===== src/rtl/alu_risc_pkg.sv =====
// Shared opcodes, FSM state encoding and default widths for the sequential RISC ALU.
// The MUL opcode and MUL state exist only when ALU_RISC_MUL_EN is defined.
package alu_risc_pkg;

  localparam int WORD_SIZE_DEF = 8;
  localparam int OP_SIZE_DEF   = 4;

  localparam logic [3:0] OP_NOP = 4'b0000;
  localparam logic [3:0] OP_ADD = 4'b0001;
  localparam logic [3:0] OP_SUB = 4'b0010;
  localparam logic [3:0] OP_AND = 4'b0011;
  localparam logic [3:0] OP_NOT = 4'b0100;
  localparam logic [3:0] OP_EQZ = 4'b1001;
  localparam logic [3:0] OP_OR  = 4'b1010;
  localparam logic [3:0] OP_XOR = 4'b1011;
  localparam logic [3:0] OP_SHL = 4'b1100;
  localparam logic [3:0] OP_SHR = 4'b1101;
`ifdef ALU_RISC_MUL_EN
  localparam logic [3:0] OP_MUL = 4'b1110;

  typedef enum logic {
    ST_IDLE = 1'b0,
    ST_MUL  = 1'b1
  } state_t;
`else
  typedef enum logic {
    ST_IDLE = 1'b0
  } state_t;
`endif

endpackage


===== src/rtl/alu_mul_seq.sv =====
// Iterative shift-add multiplier: one partial product per cycle into a 2*WORD_SIZE accumulator.
// o_done/o_product are combinational during the final iteration so the caller registers them.
module alu_mul_seq
  import alu_risc_pkg::*;
#(
  parameter int WORD_SIZE = WORD_SIZE_DEF
) (
  input  logic                   clk,
  input  logic                   rst,
  input  logic                   i_start,
  input  logic [WORD_SIZE-1:0]   i_a,
  input  logic [WORD_SIZE-1:0]   i_b,
  output logic                   o_done,
  output logic [2*WORD_SIZE-1:0] o_product
);
  localparam int CW = (WORD_SIZE > 1) ? $clog2(WORD_SIZE) : 1;

  logic                   r_run;
  logic [CW-1:0]          r_cnt;
  logic [2*WORD_SIZE-1:0] r_acc;
  logic [2*WORD_SIZE-1:0] r_mcand;
  logic [WORD_SIZE-1:0]   r_mplier;
  logic [2*WORD_SIZE-1:0] w_acc_next;

  assign w_acc_next = r_mplier[0] ? (r_acc + r_mcand) : r_acc;
  assign o_done     = r_run && (r_cnt == CW'(WORD_SIZE - 1));
  assign o_product  = w_acc_next;

  always_ff @(posedge clk) begin
    if (rst) begin
      r_run    <= 1'b0;
      r_cnt    <= '0;
      r_acc    <= '0;
      r_mcand  <= '0;
      r_mplier <= '0;
    end else if (i_start) begin
      r_run    <= 1'b1;
      r_cnt    <= '0;
      r_acc    <= '0;
      r_mcand  <= {{WORD_SIZE{1'b0}}, i_a};
      r_mplier <= i_b;
    end else if (r_run) begin
      r_acc    <= w_acc_next;
      r_mcand  <= r_mcand << 1;
      r_mplier <= r_mplier >> 1;
      r_cnt    <= r_cnt + CW'(1);
      if (o_done) r_run <= 1'b0;
    end
  end
endmodule


===== src/rtl/alu_risc_seq.sv =====
// Sequential RISC ALU: single-cycle ops registered one cycle after start; the optional
// iterative MUL (macro ALU_RISC_MUL_EN) holds busy for WORD_SIZE cycles.
module alu_risc_seq
  import alu_risc_pkg::*;
#(
  parameter int WORD_SIZE = WORD_SIZE_DEF,
  parameter int OP_SIZE   = OP_SIZE_DEF
) (
  input  logic                 clk,
  input  logic                 rst,
  input  logic                 start,
  input  logic [OP_SIZE-1:0]   sel,
  input  logic [WORD_SIZE-1:0] data_1,
  input  logic [WORD_SIZE-1:0] data_2,
  output logic                 busy,
  output logic                 done,
  output logic [WORD_SIZE-1:0] alu_out,
  output logic                 zero_flag,
  output logic                 carry_flag,
  output logic                 neg_flag,
  output logic                 ovf_flag,
  output state_t               dbg_state
);
  localparam int MSB = WORD_SIZE - 1;

  state_t               r_state, w_next_state;
  logic                 w_accept_alu;
  logic [WORD_SIZE-1:0] w_res;
  logic [WORD_SIZE:0]   w_wide;
  logic                 w_carry, w_ovf;
  logic                 r_done;
  logic [WORD_SIZE-1:0] r_out;
  logic                 r_zero, r_carry, r_neg, r_ovf;

`ifdef ALU_RISC_MUL_EN
  logic                   w_mul_start;
  logic                   w_mul_done;
  logic [2*WORD_SIZE-1:0] w_prod;

  alu_mul_seq #(.WORD_SIZE(WORD_SIZE)) u_mul (
    .clk       (clk),
    .rst       (rst),
    .i_start   (w_mul_start),
    .i_a       (data_1),
    .i_b       (data_2),
    .o_done    (w_mul_done),
    .o_product (w_prod)
  );
`endif

  always_comb begin
    w_res   = '0;
    w_wide  = '0;
    w_carry = 1'b0;
    w_ovf   = 1'b0;
    case (sel)
      OP_SIZE'(OP_ADD): begin
        w_wide  = {1'b0, data_1} + {1'b0, data_2};
        w_res   = w_wide[MSB:0];
        w_carry = w_wide[WORD_SIZE];
        w_ovf   = (data_1[MSB] == data_2[MSB]) && (w_res[MSB] != data_1[MSB]);
      end
      OP_SIZE'(OP_SUB), OP_SIZE'(OP_EQZ): begin
        // Borrow appears as the top bit of the extended difference.
        w_wide  = {1'b0, data_2} - {1'b0, data_1};
        w_res   = w_wide[MSB:0];
        w_carry = w_wide[WORD_SIZE];
        w_ovf   = (data_1[MSB] != data_2[MSB]) && (w_res[MSB] != data_2[MSB]);
      end
      OP_SIZE'(OP_AND): w_res = data_1 & data_2;
      OP_SIZE'(OP_NOT): w_res = ~data_2;
      OP_SIZE'(OP_OR):  w_res = data_1 | data_2;
      OP_SIZE'(OP_XOR): w_res = data_1 ^ data_2;
      OP_SIZE'(OP_SHL): begin
        w_res   = {data_2[MSB-1:0], 1'b0};
        w_carry = data_2[MSB];
      end
      OP_SIZE'(OP_SHR): begin
        w_res   = {1'b0, data_2[MSB:1]};
        w_carry = data_2[0];
      end
      default: ;
    endcase
  end

  always_comb begin
    w_next_state = r_state;
    w_accept_alu = 1'b0;
`ifdef ALU_RISC_MUL_EN
    w_mul_start  = 1'b0;
`endif
    case (r_state)
      ST_IDLE: begin
        if (start) begin
`ifdef ALU_RISC_MUL_EN
          if (sel == OP_SIZE'(OP_MUL)) begin
            w_mul_start  = 1'b1;
            w_next_state = ST_MUL;
          end else
`endif
            w_accept_alu = 1'b1;
        end
      end
`ifdef ALU_RISC_MUL_EN
      ST_MUL: if (w_mul_done) w_next_state = ST_IDLE;
`endif
      default: w_next_state = ST_IDLE;
    endcase
  end

  always_ff @(posedge clk) begin
    if (rst) begin
      r_state <= ST_IDLE;
      r_done  <= 1'b0;
      r_out   <= '0;
      r_zero  <= 1'b0;
      r_carry <= 1'b0;
      r_neg   <= 1'b0;
      r_ovf   <= 1'b0;
    end else begin
      r_state <= w_next_state;
      r_done  <= 1'b0;
      if (w_accept_alu) begin
        r_out   <= w_res;
        r_zero  <= (w_res == '0);
        r_carry <= w_carry;
        r_neg   <= w_res[MSB];
        r_ovf   <= w_ovf;
        r_done  <= 1'b1;
      end
`ifdef ALU_RISC_MUL_EN
      else if (w_mul_done) begin
        r_out   <= w_prod[MSB:0];
        r_zero  <= (w_prod[MSB:0] == '0);
        r_carry <= |w_prod[2*WORD_SIZE-1:WORD_SIZE];
        r_neg   <= w_prod[MSB];
        r_ovf   <= 1'b0;
        r_done  <= 1'b1;
      end
`endif
    end
  end

  assign busy       = (r_state != ST_IDLE);
  assign done       = r_done;
  assign alu_out    = r_out;
  assign zero_flag  = r_zero;
  assign carry_flag = r_carry;
  assign neg_flag   = r_neg;
  assign ovf_flag   = r_ovf;
  assign dbg_state  = r_state;
endmodule


===== config.mk =====
export PLATFORM = sky130hd
export DESIGN_NAME = alu_risc_seq
export DESIGN_NICKNAME = d
export VERILOG_FILES = /design/src/rtl/alu_risc_pkg.sv /design/src/rtl/alu_mul_seq.sv /design/src/rtl/alu_risc_seq.sv
export SDC_FILE = /design/constraint.sdc
export NUM_CORES = 1
export LEC_CHECK = 0
export BUFFER_PORTS_ARGS = -buffer_cell sky130_fd_sc_hd__buf_2
export CORE_MARGIN = 2
export CORE_UTILIZATION = 57
export CTS_BUF_LIST = sky130_fd_sc_hd__clkbuf_16
export DETAILED_ROUTE_END_ITERATION = 16
export GPL_TIMING_DRIVEN = 0
export PLACE_DENSITY = 0.86
export SETUP_SLACK_MARGIN = 0.15
export SLEW_MARGIN = 0
export SYNTH_ARGS = -nofsm -noshare
export SYNTH_HDL_FRONTEND = slang
export SYNTH_SLANG_ARGS = --single-unit

===== constraint.sdc =====
create_clock -name clk -period 2.5 [get_ports clk]
set_input_delay 0.25 -clock clk [delete_from_list [all_inputs] [get_ports clk]]
set_output_delay 0.25 -clock clk [all_outputs]
set_load 0.05 [all_outputs]

== Word-level counts from Yosys, hierarchy flattened ==
Index checks and enable logic that the tools add are counted.
Cells by class
  bitwise gates (word level): 4
  add/sub/neg operators: 2
  equality and inequality tests: 13
  reduce and logical (&&, ||, !) cells: 4
  mux-type cells: 5
Operators with widths (count)
  $pmux W8 S8: 1
  $eq A4 B4 Y1 const B: 5
  $add A8 B8 Y9: 1
  $sub A8 B8 Y9: 1
  $and A8 B8 Y8: 1
  $eq A4 B2 Y1 const B: 2
  $logic_not A8 Y1: 1
  $not A8 Y8: 1
  $or A8 B8 Y8: 1
  $xor A8 B8 Y8: 1
  $eq A4 B1 Y1 const B: 1
  $eq A4 B3 Y1 const B: 1
  $pmux W1 S4: 1
  $ne A1 B1 Y1: 3
  $logic_and A1 B1 Y1: 2
  $mux W1: 2
  $pmux W1 S2: 1
  $reduce_or A2 Y1: 1
  $eq A1 B1 Y1: 1
Storage, ports and cells
  bits of input ports: 23
  bits in registers: 13
  output and inout bits: 15
  logic and storage cells: 34

== Longest topological paths before layout ==
  word-level depth: 4
  gate-level depth with buffers: 10
  depth with buffers taken out: 10

== Worst setup path before layout ==
No wires, ideal clock.
  kind: in2reg
  start point: in data_2[0]
  end point: reg r_zero, in the netlist zero_flag
  slack: 0.439 ns
  buffers on the path: 0
  data required time: 2.384 ns
  stages on the path: 10
  arrival time: 1.945 ns
  cell sequence: inv_1 ha_1 fa_1 o21ba_1 o21bai_1 a221o_1 a221oi_1 a31oi_1 nor3b_1 a31o_1
Between the ends
  cells in the longest elaborated chain, start to end: 3
RTL lines
  start, declared: line alu_risc_seq.sv:14  | input logic [WORD_SIZE-1:0] data_2,
  $sub A8 B8 Y9 (tied with other cells): line alu_risc_seq.sv:65  | w_wide = {1'b0, data_2} - {1'b0, data_1};
  $pmux W8 S8 (*): line alu_risc_seq.sv:56  | case (sel)
  $logic_not A8 Y1 (*): line alu_risc_seq.sv:125  | r_zero <= (w_res == '0);
  end signal, assigned: line alu_risc_seq.sv:125
  end, declared: line alu_risc_seq.sv:33  | logic r_zero, r_carry, r_neg, r_ovf;
Every way passes the cells marked *; elsewhere a longest branch is shown, timed or not.
A chain may end at the register's enable or synchronous reset.

== Worst setup path in the final report ==
  start point: in data_2[1]
  end point: reg r_zero, in the netlist zero_flag
Same word-level chain as after synthesis.

==> flow_summary.yaml <==
run_status:
  status: "completed"
power_and_ir_drop:
  seq_power_share_pct: 22.9
  pwr-share-comb_pct: 46.4
  ir_drop_v: 0.0001791
  switchingPower_mw: 0.3578
  clock_power_share_pct: 30.6
  switching_share_pct: 38.65
  power.density_nw_per_um2: 404.1
  intPower_mw: 0.5680
  total_leakage_power_nw: 1.072
place:
  io_buffers: 35
  finalWeightedCongestion: 0.9907
  place_hpwl_um: 4278
  post-place-ws_ns: -0.07094
synthesis:
  synth_seq_cells: 12
  synth_warnings: 0
  synth-edff-count: 0
  syn_area_sq_um: 1967
  synth.area.top_cells: "ha_1 16%, dfxtp_1 12%, nor2_1 5.2%"
  ys_async_sr_fraction_pct: 0
  yosysTopAreaCell: "ha_1"
  netlist_instances: 262
  syn_avg_cell_area_sq_um: 7.507
  seq_area_frac_synth_pct: 12.21
  yosys-top-cells-count: "27 x nor2_1, 25 x ha_1, 20 x inv_1, 17 x a21oi_1, 13 x nand2_1"
  synth_top_area_share_pct: 15.90
  synth_cell_types: 64
  yosysMostFrequentCell: "nor2_1"
  synth-main-ff-cell: "dfxtp_1"
clock_tree:
  clkSinkCount: 12
  cts_htree_levels: 1
  cts_resized: 0
  cts_max_path_buffers: 2
  clk_pin_slew_ns: 0.04
  cts_setup_buffers: 0
  cts-root-buf: "clkbuf_16"
  holdBufCountCts: 0
  clock_latency_ns: 0.24
  cts_buffers: 3
  cts_tree: "yes"
drt:
  dr.pass1.iters: 5
  drtIter0Drc: 147
  drc: 0
  via_count: 2174
  routed_wl_um: 5547
  drtAntennaViolNets: 0
  via_per_inst: 6.265
  wl_per_cell_um: 15.99
worst_hold_path:
  min_from: "rst"
  hold_path.class: "in -> reg"
global_routing:
  grt_util_all_layers_pct: 27.82
  grt_pass1_vias: 1930
  overflow: 0
  grt_max_degree: 11
  antenna_found_initial: 0
  grt_pass1_wl_um: 8838
worst_setup_path:
  cp.required_ns: 2.63
  reg2reg_slack_ns: 1.77
  worst_ep_arrival_time_ns: 2.39
  worst-path-max-fanout: 6
  reg2reg_depth: 2
  crit_end: "zero_flag"
  cp-startpoint: "data_2[1]"
  r2r-end: "zero_flag"
  worstSetupStartpointType: "input port"
  timing.rr.start: "zero_flag"
  critPathCaptureType: "flip-flop"
  critPathKind: "in -> reg"
final_layout:
  final_layout_size_suffix_gt1_share_pct: 21.93
  layout.nets: 353
  fill_cells: 315
  multiInputGateArea_sq_um: 1551
  area_growth_pct: 16.48
  diodes: 0
  regArea_sq_um: 240.2
sta:
  fin_ws_ns: 0.2413
  max_slew_margin_pct: 47.46
  slew_viol_final: 0
  rsz0062_at_grt: "yes"
  fin_skew_ns: 0
  finalSetupViolations: 0
  holdWs_ns: 0.2261
  finalHoldViolCount: 0
  final.min_clock_period_ns: 2.259
  timing.fmax_mhz: 442.7
  fin_crit_sh_pct: 90.35
  tightest_slew_ns: 0.7821
floorplan:
  die_w_um: 62.74
  rows: 21
  start_util_pct: 58.94
  die_h_um: 62.74
  core_sq_um: 3337
  die-area_sq_um: 3936
  ios: 38
run:
  cap_viol_max_count: 0
## per-stage QoR
step	total power, mW	utilization [%]	cell area [sq um]	TNS, ns	cells
2_1_floorplan	0.5178	-	1971	0	263
3_3_place_gp	0.6188	66.03	2203	0	344
3_5_place_dp	0.6292	66.03	2203	-0.07094	344
4_1_cts	0.9173	68.28	2278	0	347
5_1_grt	0.9736	68.65	2291	0	347
6_report	0.9259	68.65	2291	0	347
## worst min path at each step
stage / endpoint / slack, ns / depth (start not counted)
2_1_floorplan: done / 0.32 / 1
3_3_place_gp: carry_flag / 0.45 / 2
3_5_place_dp: carry_flag / 0.47 / 2
4_1_cts: done / 0.22 / 2
5_1_grt: done / 0.25 / 2
6_report: done / 0.23 / 2
## cells by family (layout without fill, tap and decap cells)
kind of cell,Yosys count,count (layout),synth area share [%]
flops,12,12,12.21
xor+xnor,4,4,1.781
fa+ha+maj,27,27,17.94
buf+inv,39,77,9.732
mux,4,4,2.036
other cells,1,2,0.1907
simple gates,91,91,25.64
compound gates,84,84,30.47
## critical path, stage by stage
cell and delay (ns):
buf_2 0.17, inv_1 0.11, ha_1 0.32, o21ba_1 0.22, or4_1 0.47, nand2_2 0.12
nand2_1 0.06, a32o_1 0.29, nor3b_1 0.15, a31o_1 0.23
## cell usage in the layout (no fill, tap or decap), types with 3 or more instances in the layout
cell type  instances
a211oi_1           9
a21o_1             3
a21oi_1           17
a221oi_2           3
a32oi_1            4
buf_2             44
buf_4              3
buf_6              3
clkbuf_16          3
dfxtp_1           12
ha_1              25
inv_1             20
mux2i_1            4
nand2_1           12
nand2b_1           7
nand3_1            9
nand3b_1           3
nor2_1            27
nor2b_1            4
nor3_1             4
nor3b_1            5
o211ai_1           3
o21ai_0           12
o21ai_1            5
xnor2_1            3
## cell type report
class                           instances  area share [%]
Sequential cell                        12           10.49
Buffer                                 18           4.915
Multi-Input combinational cell        212           67.72
Clock buffer                            3           3.277
Inverter                               21           3.441
Timing Repair Buffer                   35           7.646
Tap cell                               46           2.512
## sequential cells by signal (all words and copies together), names as in the netlist
| signal | cells |
|---|---|
| carry_flag | 1 |
| done | 1 |
| ovf_flag | 1 |
| alu_out | 8 |
| zero_flag | 1 |
## power groups by stage
| stage | Sequential (mW) | Combinational [mW] | Clock [mW] |
|---|---|---|---|
| 2_1_floorplan | 0.263 | 0.255 | 0 |
| 3_3_place_gp | 0.215 | 0.404 | 0 |
| 3_5_place_dp | 0.215 | 0.414 | 0 |
| 4_1_cts | 0.212 | 0.416 | 0.289 |
| 5_1_grt | 0.214 | 0.463 | 0.297 |
| 6_report | 0.212 | 0.430 | 0.283 |
## layer usage
| metal | global-route usage [%] | routed length [um] | vias to the layer above |
|---|---|---|---|
| met5 | 0 | 0 | - |
| met4 | 14.72 | 192 | 0 |
| met3 | 2.883 | 584 | 22 |
| met2 | 46.37 | 2549 | 144 |
| met1 | 35.28 | 2221 | 977 |
| li1 | - | - | 1031 |
Note: power is estimated with default switching activity, not from simulation.
